**config.mk**
```make
export PLATFORM = sky130hd
export DESIGN_NAME = dbus_arbiter
export DESIGN_NICKNAME = d
export VERILOG_FILES = /design/src/rtl/dbus_arbiter_pkg.sv /design/src/rtl/dbus_arb_pick.sv /design/src/rtl/dbus_arbiter.sv
export SDC_FILE = /design/constraint.sdc
export NUM_CORES = 1
export LEC_CHECK = 0
export CORE_AREA = 2 2 128 130
export DETAILED_ROUTE_END_ITERATION = 10
export DIE_AREA = 0 0 130 132
export PLACE_DENSITY_LB_ADDON = 0.12
export SYNTH_ARGS = -nofsm -noshare
export SYNTH_HDL_FRONTEND = slang
export SYNTH_SLANG_ARGS = --single-unit
```
**constraint.sdc**
```tcl
create_clock -name clk -period 2.83 [get_ports clk]
set_input_delay 0.7075 -clock clk [delete_from_list [all_inputs] [get_ports clk]]
set_output_delay 0.7075 -clock clk [all_outputs]
set_load 0.02 [all_outputs]
```
**src/rtl/dbus_arbiter_pkg.sv**
```systemverilog
// Shared constants and types for the two-master data-bus arbiter.
// Optional feature macro used by this slice: DBUS_ARB_RR_EN (round-robin tie-break).
package dbus_arbiter_pkg;

  localparam int XLEN = 32;

  localparam logic [4:0] AMO_LR = 5'b00010;
  localparam logic [4:0] AMO_SC = 5'b00011;

  typedef enum logic {
    ARB_IDLE = 1'b0,
    ARB_XFER = 1'b1
  } arb_state_e;

endpackage

```
**src/rtl/dbus_arb_pick.sv**
```systemverilog
// Combinational 2-way winner selection with LR/SC lock filtering.
// DBUS_ARB_RR_EN defined: ties go to !last_grant; undefined: m0 wins ties.
module dbus_arb_pick
  import dbus_arbiter_pkg::*;
(
  input  logic [1:0] i_req,
  input  logic       i_last_grant,
  input  logic       i_lock_valid,
  input  logic       i_lock_owner,
  output logic       o_grant,
  output logic       o_valid
);

  logic [1:0] w_elig;

  // NOTE: every always_comb output gets a default first so no path leaves it unassigned (no latch).
  always_comb begin
    w_elig = i_req;
    if (i_lock_valid) begin
      w_elig = i_req & (i_lock_owner ? 2'b10 : 2'b01);
    end
  end

  assign o_valid = |w_elig;

  always_comb begin
    o_grant = w_elig[1] & ~w_elig[0];
    if (&w_elig) begin
`ifdef DBUS_ARB_RR_EN
      o_grant = ~i_last_grant;
`else
      o_grant = 1'b0;
`endif
    end
  end

`ifndef DBUS_ARB_RR_EN
  logic w_unused_last_grant;
  assign w_unused_last_grant = i_last_grant;
`endif

endmodule

```
**src/rtl/dbus_arbiter.sv**
```systemverilog
// Two-master data-bus arbiter with a registered grant FSM and an LR/SC reservation lock.
// Tie-break policy selected by DBUS_ARB_RR_EN (see dbus_arb_pick).
module dbus_arbiter
  import dbus_arbiter_pkg::*;
#(
  parameter int LOCK_CYCLES = 64
) (
  input  logic              clk,
  input  logic              rst,

  input  logic              m0_re,
  input  logic              m0_we,
  input  logic              m0_atomic,
  input  logic [4:0]        m0_amo_op,
  input  logic [XLEN/8-1:0] m0_sel,
  input  logic [XLEN-1:0]   m0_addr,
  input  logic [XLEN-1:0]   m0_data_w,
  output logic              m0_ack,
  output logic [XLEN-1:0]   m0_data_r,

  input  logic              m1_re,
  input  logic              m1_we,
  input  logic              m1_atomic,
  input  logic [4:0]        m1_amo_op,
  input  logic [XLEN/8-1:0] m1_sel,
  input  logic [XLEN-1:0]   m1_addr,
  input  logic [XLEN-1:0]   m1_data_w,
  output logic              m1_ack,
  output logic [XLEN-1:0]   m1_data_r,

  output logic              s_re,
  output logic              s_we,
  output logic              s_atomic,
  output logic [4:0]        s_amo_op,
  output logic [XLEN/8-1:0] s_sel,
  output logic [XLEN-1:0]   s_addr,
  output logic [XLEN-1:0]   s_data_w,
  input  logic              s_ack,
  input  logic [XLEN-1:0]   s_data_r
);

  localparam int CNT_W = (LOCK_CYCLES > 1) ? $clog2(LOCK_CYCLES) : 1;
  localparam logic [CNT_W-1:0] CNT_LOAD = CNT_W'((LOCK_CYCLES > 0) ? LOCK_CYCLES - 1 : 0);

  arb_state_e       r_state;
  logic             r_owner;
  logic             r_last_grant;
  logic             r_lock_valid;
  logic             r_lock_owner;
  logic [CNT_W-1:0] r_lock_cnt;

  logic       w_grant;
  logic       w_grant_valid;
  logic       w_xfer;
  logic       w_xfer_ack;
  logic       w_own_atomic;
  logic [4:0] w_own_op;
  logic       w_lr_ack;
  logic       w_sc_ack;

  dbus_arb_pick u_pick (
    .i_req        ({m1_re | m1_we, m0_re | m0_we}),
    .i_last_grant (r_last_grant),
    .i_lock_valid (r_lock_valid),
    .i_lock_owner (r_lock_owner),
    .o_grant      (w_grant),
    .o_valid      (w_grant_valid)
  );

  assign w_xfer     = (r_state == ARB_XFER);
  assign w_xfer_ack = w_xfer & s_ack;

  assign w_own_atomic = r_owner ? m1_atomic : m0_atomic;
  assign w_own_op     = r_owner ? m1_amo_op : m0_amo_op;

  // Strobes are gated by XFER so the bus is quiet in IDLE; payload fields just follow the owner.
  assign s_re     = w_xfer & (r_owner ? m1_re : m0_re);
  assign s_we     = w_xfer & (r_owner ? m1_we : m0_we);
  assign s_atomic = w_xfer & w_own_atomic;
  assign s_amo_op = w_own_op;
  assign s_sel    = r_owner ? m1_sel    : m0_sel;
  assign s_addr   = r_owner ? m1_addr   : m0_addr;
  assign s_data_w = r_owner ? m1_data_w : m0_data_w;

  assign m0_ack    = w_xfer_ack & ~r_owner;
  assign m1_ack    = w_xfer_ack &  r_owner;
  assign m0_data_r = s_data_r;
  assign m1_data_r = s_data_r;

  assign w_lr_ack = (LOCK_CYCLES != 0) && w_xfer_ack && w_own_atomic && (w_own_op == AMO_LR);
  assign w_sc_ack = w_xfer_ack && r_lock_valid && (r_owner == r_lock_owner) &&
                    w_own_atomic && (w_own_op == AMO_SC);

  // NOTE: sequential state is written only with non-blocking assignments so all registers update together.
  always_ff @(posedge clk) begin
    if (rst) begin
      r_state      <= ARB_IDLE;
      r_owner      <= 1'b0;
      r_last_grant <= 1'b1;
    end else begin
      case (r_state)
        ARB_IDLE: begin
          if (w_grant_valid) begin
            r_owner      <= w_grant;
            r_last_grant <= w_grant;
            r_state      <= ARB_XFER;
          end
        end
        ARB_XFER: begin
          if (s_ack) begin
            r_state <= ARB_IDLE;
          end
        end
        default: r_state <= ARB_IDLE;
      endcase
    end
  end

  // Reload beats expiry; SC completion beats expiry (both clear or keep consistently).
  always_ff @(posedge clk) begin
    if (rst) begin
      r_lock_valid <= 1'b0;
      r_lock_owner <= 1'b0;
      r_lock_cnt   <= '0;
    end else if (w_lr_ack) begin
      r_lock_valid <= 1'b1;
      r_lock_owner <= r_owner;
      r_lock_cnt   <= CNT_LOAD;
    end else if (w_sc_ack) begin
      r_lock_valid <= 1'b0;
    end else if (r_lock_valid) begin
      if (r_lock_cnt == '0) begin
        r_lock_valid <= 1'b0;
      end else begin
        r_lock_cnt <= r_lock_cnt - 1'b1;
      end
    end
  end

`ifndef SYNTHESIS
  a_m0_hold: assert property (@(posedge clk) disable iff (rst)
    ((m0_re | m0_we) && !m0_ack) |=> (m0_re | m0_we));
  a_m1_hold: assert property (@(posedge clk) disable iff (rst)
    ((m1_re | m1_we) && !m1_ack) |=> (m1_re | m1_we));
`endif

endmodule

```
==> impl_metrics.ini <==
[power]
powerDensity_nw_per_um2 = 266.0
ir_drop_uv = 99.02
leakagePower_nw = 1.488

[clock_network]
cts_hold_buffers = 0
htreeDepth = 1
clk_latency_ns = 0.24
numCtsBuffers = 3
clk_pin_slew_ns = 0.04
post_cts_buffers = 0
clock-sinks = 10
cts_root_buffer = clkbuf_16
cts.repair.resized = 0
cts_tree = yes
cts_buffer_depth = 2

[place]
place.gp.congestion = 0.7120
post-dp-hpwl_um = 8940
dp_cells = 605
post_dp_cell_area_um2 = 4148
pre_cts_ws_ns = 0.08451
numPortBuffers = 232

[logic_synthesis]
syn_area_per_cell_um2 = 8.938
async_flop_share = 0
synth_top_flop_cell = dfxtp_1
synth_compound_area_frac = 0.08286
syn_nets = 412
syn_inst = 223
ys_types = 33
synthAdderAreaFrac = 0.01255
ys_ff_latch = 10
synth_top_family_by_area = multiplexers
syn-cell-area_um2 = 1993
yosys.area_share.simple = 0.09856
yosys-mux-area-fraction = 0.4269
yosys_warnings = 0
synth_edf_count = 0
ys_seq_area_frac = 0.1004
synth-xor-area-share = 0

[outcome]
status = finished, final reports clean

[floorplan]
die_area_um2 = 17160
die_w_um = 130
num_rows = 46
ioPinCount = 329
core_area_um2 = 15710
initial_utilization = 0.1269
die_y_um = 132

[detailed_routing]
vias = 2228
vias_per_cell = 3.658
drtIter0Drc = 33
drc = 0
first_pass_iters = 4
ant_nets = 0
wl_per_cell_um = 16.47
drt-total-wl_um = 10030

[sta]
rsz0062_at_grt = no
worst_slew_pin_slew_ns = 0.5569
maxSlewHeadroom = 0.6248
finClkSkew_ns = 0.001324
tns_ns = 0
post-route-period-util = 0.9656
fmax_mhz = 366.0
fin_crit_ns = 2.733
finalHoldViolCount = 0
timing.final.ws_setup_ns = 0.09742
maxSlewViolCount = 0
setup_violations = 0
worst_hold_slack_ns = 0.5001

[min_path]
whs_path_depth = 2
hold_path_class = flop to flop

[critical_path]
crit_type = input pin to primary output
startpoint_type = input pin
cp.required_ns = 2.12
worstPathArrival_ns = 2.03
worstPathMaxFanout = 2
rr_worst_depth = 6
critPathCaptureType = primary output

[grt]
antenna_found_initial = 0
grtUsageTotal = 0.1104
grt_pass1_wl_um = 14290
grt_overflow = 0
grt_pass1_vias = 2372
grt_max_degree = 22

[run]
cap_violations = 0

[layout]
final_cells = 609
diodes = 0
final_common_cell = clkdlybuf4s50_1
nFillCells = 1705
seq_area_um2 = 203.9
final_cell_mix = 230 x clkdlybuf4s50_1, 72 x mux2_2, 10 x buf_4
final_area_um2 = 4227
area_delta_synth_final_pct = 112.1
drive_gt1_frac = 0.2392
nets = 583
multiInputGateArea_um2 = 1237
-- logic make-up (layout without fill, tap and decap cells) --
logic type,after synthesis,in the layout
muxes,76,76
DFF,10,10
adders and majority gates,2,2
buffers and inverters,81,251
AOI/OAI and AO/OA,20,20
and+or+nand+nor,34,34
-- sequential cells by signal, summed over array words and instances, names as in the netlist --
name	flops
r_owner	1
r_state	1
r_lock_owner	1
r_lock_cnt	6
r_lock_valid	1
-- synthesized netlist by cell type, types with 2 or more instances --
cell type / instances / area (um2)
a2111o_1: 2 / 22.52
a31oi_1: 6 / 37.54
buf_4: 65 / 488.0
clkbuf_1: 9 / 33.78
dfxtp_1: 10 / 200.2
ha_1: 2 / 25.02
inv_1: 5 / 18.77
mux2_2: 72 / 810.8
mux2i_1: 4 / 40.04
nand2_1: 5 / 18.77
nand2b_1: 2 / 12.51
nor2_1: 8 / 30.03
nor2b_1: 3 / 18.77
nor3_1: 2 / 10.01
o21ai_0: 4 / 20.02
o31ai_1: 2 / 15.01
or3_1: 3 / 18.77
or4_1: 3 / 22.52
or4_4: 2 / 22.52
-- routing by layer --
layer / global-route usage / wire length (um) / vias to the layer above
li1: - / - / 1071
met1: 0.1087 / 3348 / 989
met2: 0.2243 / 5663 / 163
met3: 0.02963 / 933 / 5
met4: 0.02210 / 85 / 0
met5: 0 / 0 / -
-- final cells by class --
type                       instances  area share
clock buffer                       4     0.01865
inverter                           5    0.004441
multi-input combinational        132      0.2928
sequential                        10     0.04825
tap                              216     0.06394
timing repair buffer             242      0.5719
-- through the flow --
| step | total power, mW | utilization |
|---|---|---|
| 2_1_floorplan | 0.5657 | - |
| 4_1_cts | 1.144 | 0.2690 |
| 5_1_grt | 1.179 | 0.2690 |
| 6_report | 1.124 | 0.2690 |
| 3_3_place_gp | 0.8782 | 0.2640 |
| 3_5_place_dp | 0.8782 | 0.2640 |
-- critical path, cell delays in order --
cell and delay [ns]:
clkdlybuf4s50_1 0.49, mux2_2 0.20, clkdlybuf4s50_1 0.63
-- power by group --
| part | internal [mW] | total [mW] | switching [mW] | leakage [nW] |
|---|---|---|---|---|
| clock | 0.189 | 0.258 | 0.0693 | 0.0382 |
| combinational | 0.446 | 0.711 | 0.265 | 1.37 |
| sequential | 0.144 | 0.155 | 0.0113 | 0.0818 |
-- worst paths after layout --
path                            slack (ns)     startpoint            end
worst min register to register        0.50  r_lock_cnt[4]  r_lock_cnt[4]
worst min-delay path                  0.50  r_lock_cnt[4]  r_lock_cnt[4]
worst max-delay path                   0.1   m0_amo_op[0]    s_amo_op[0]
worst max register to register        0.54        r_owner  r_lock_cnt[1]
(Power assumes the default switching activity.)
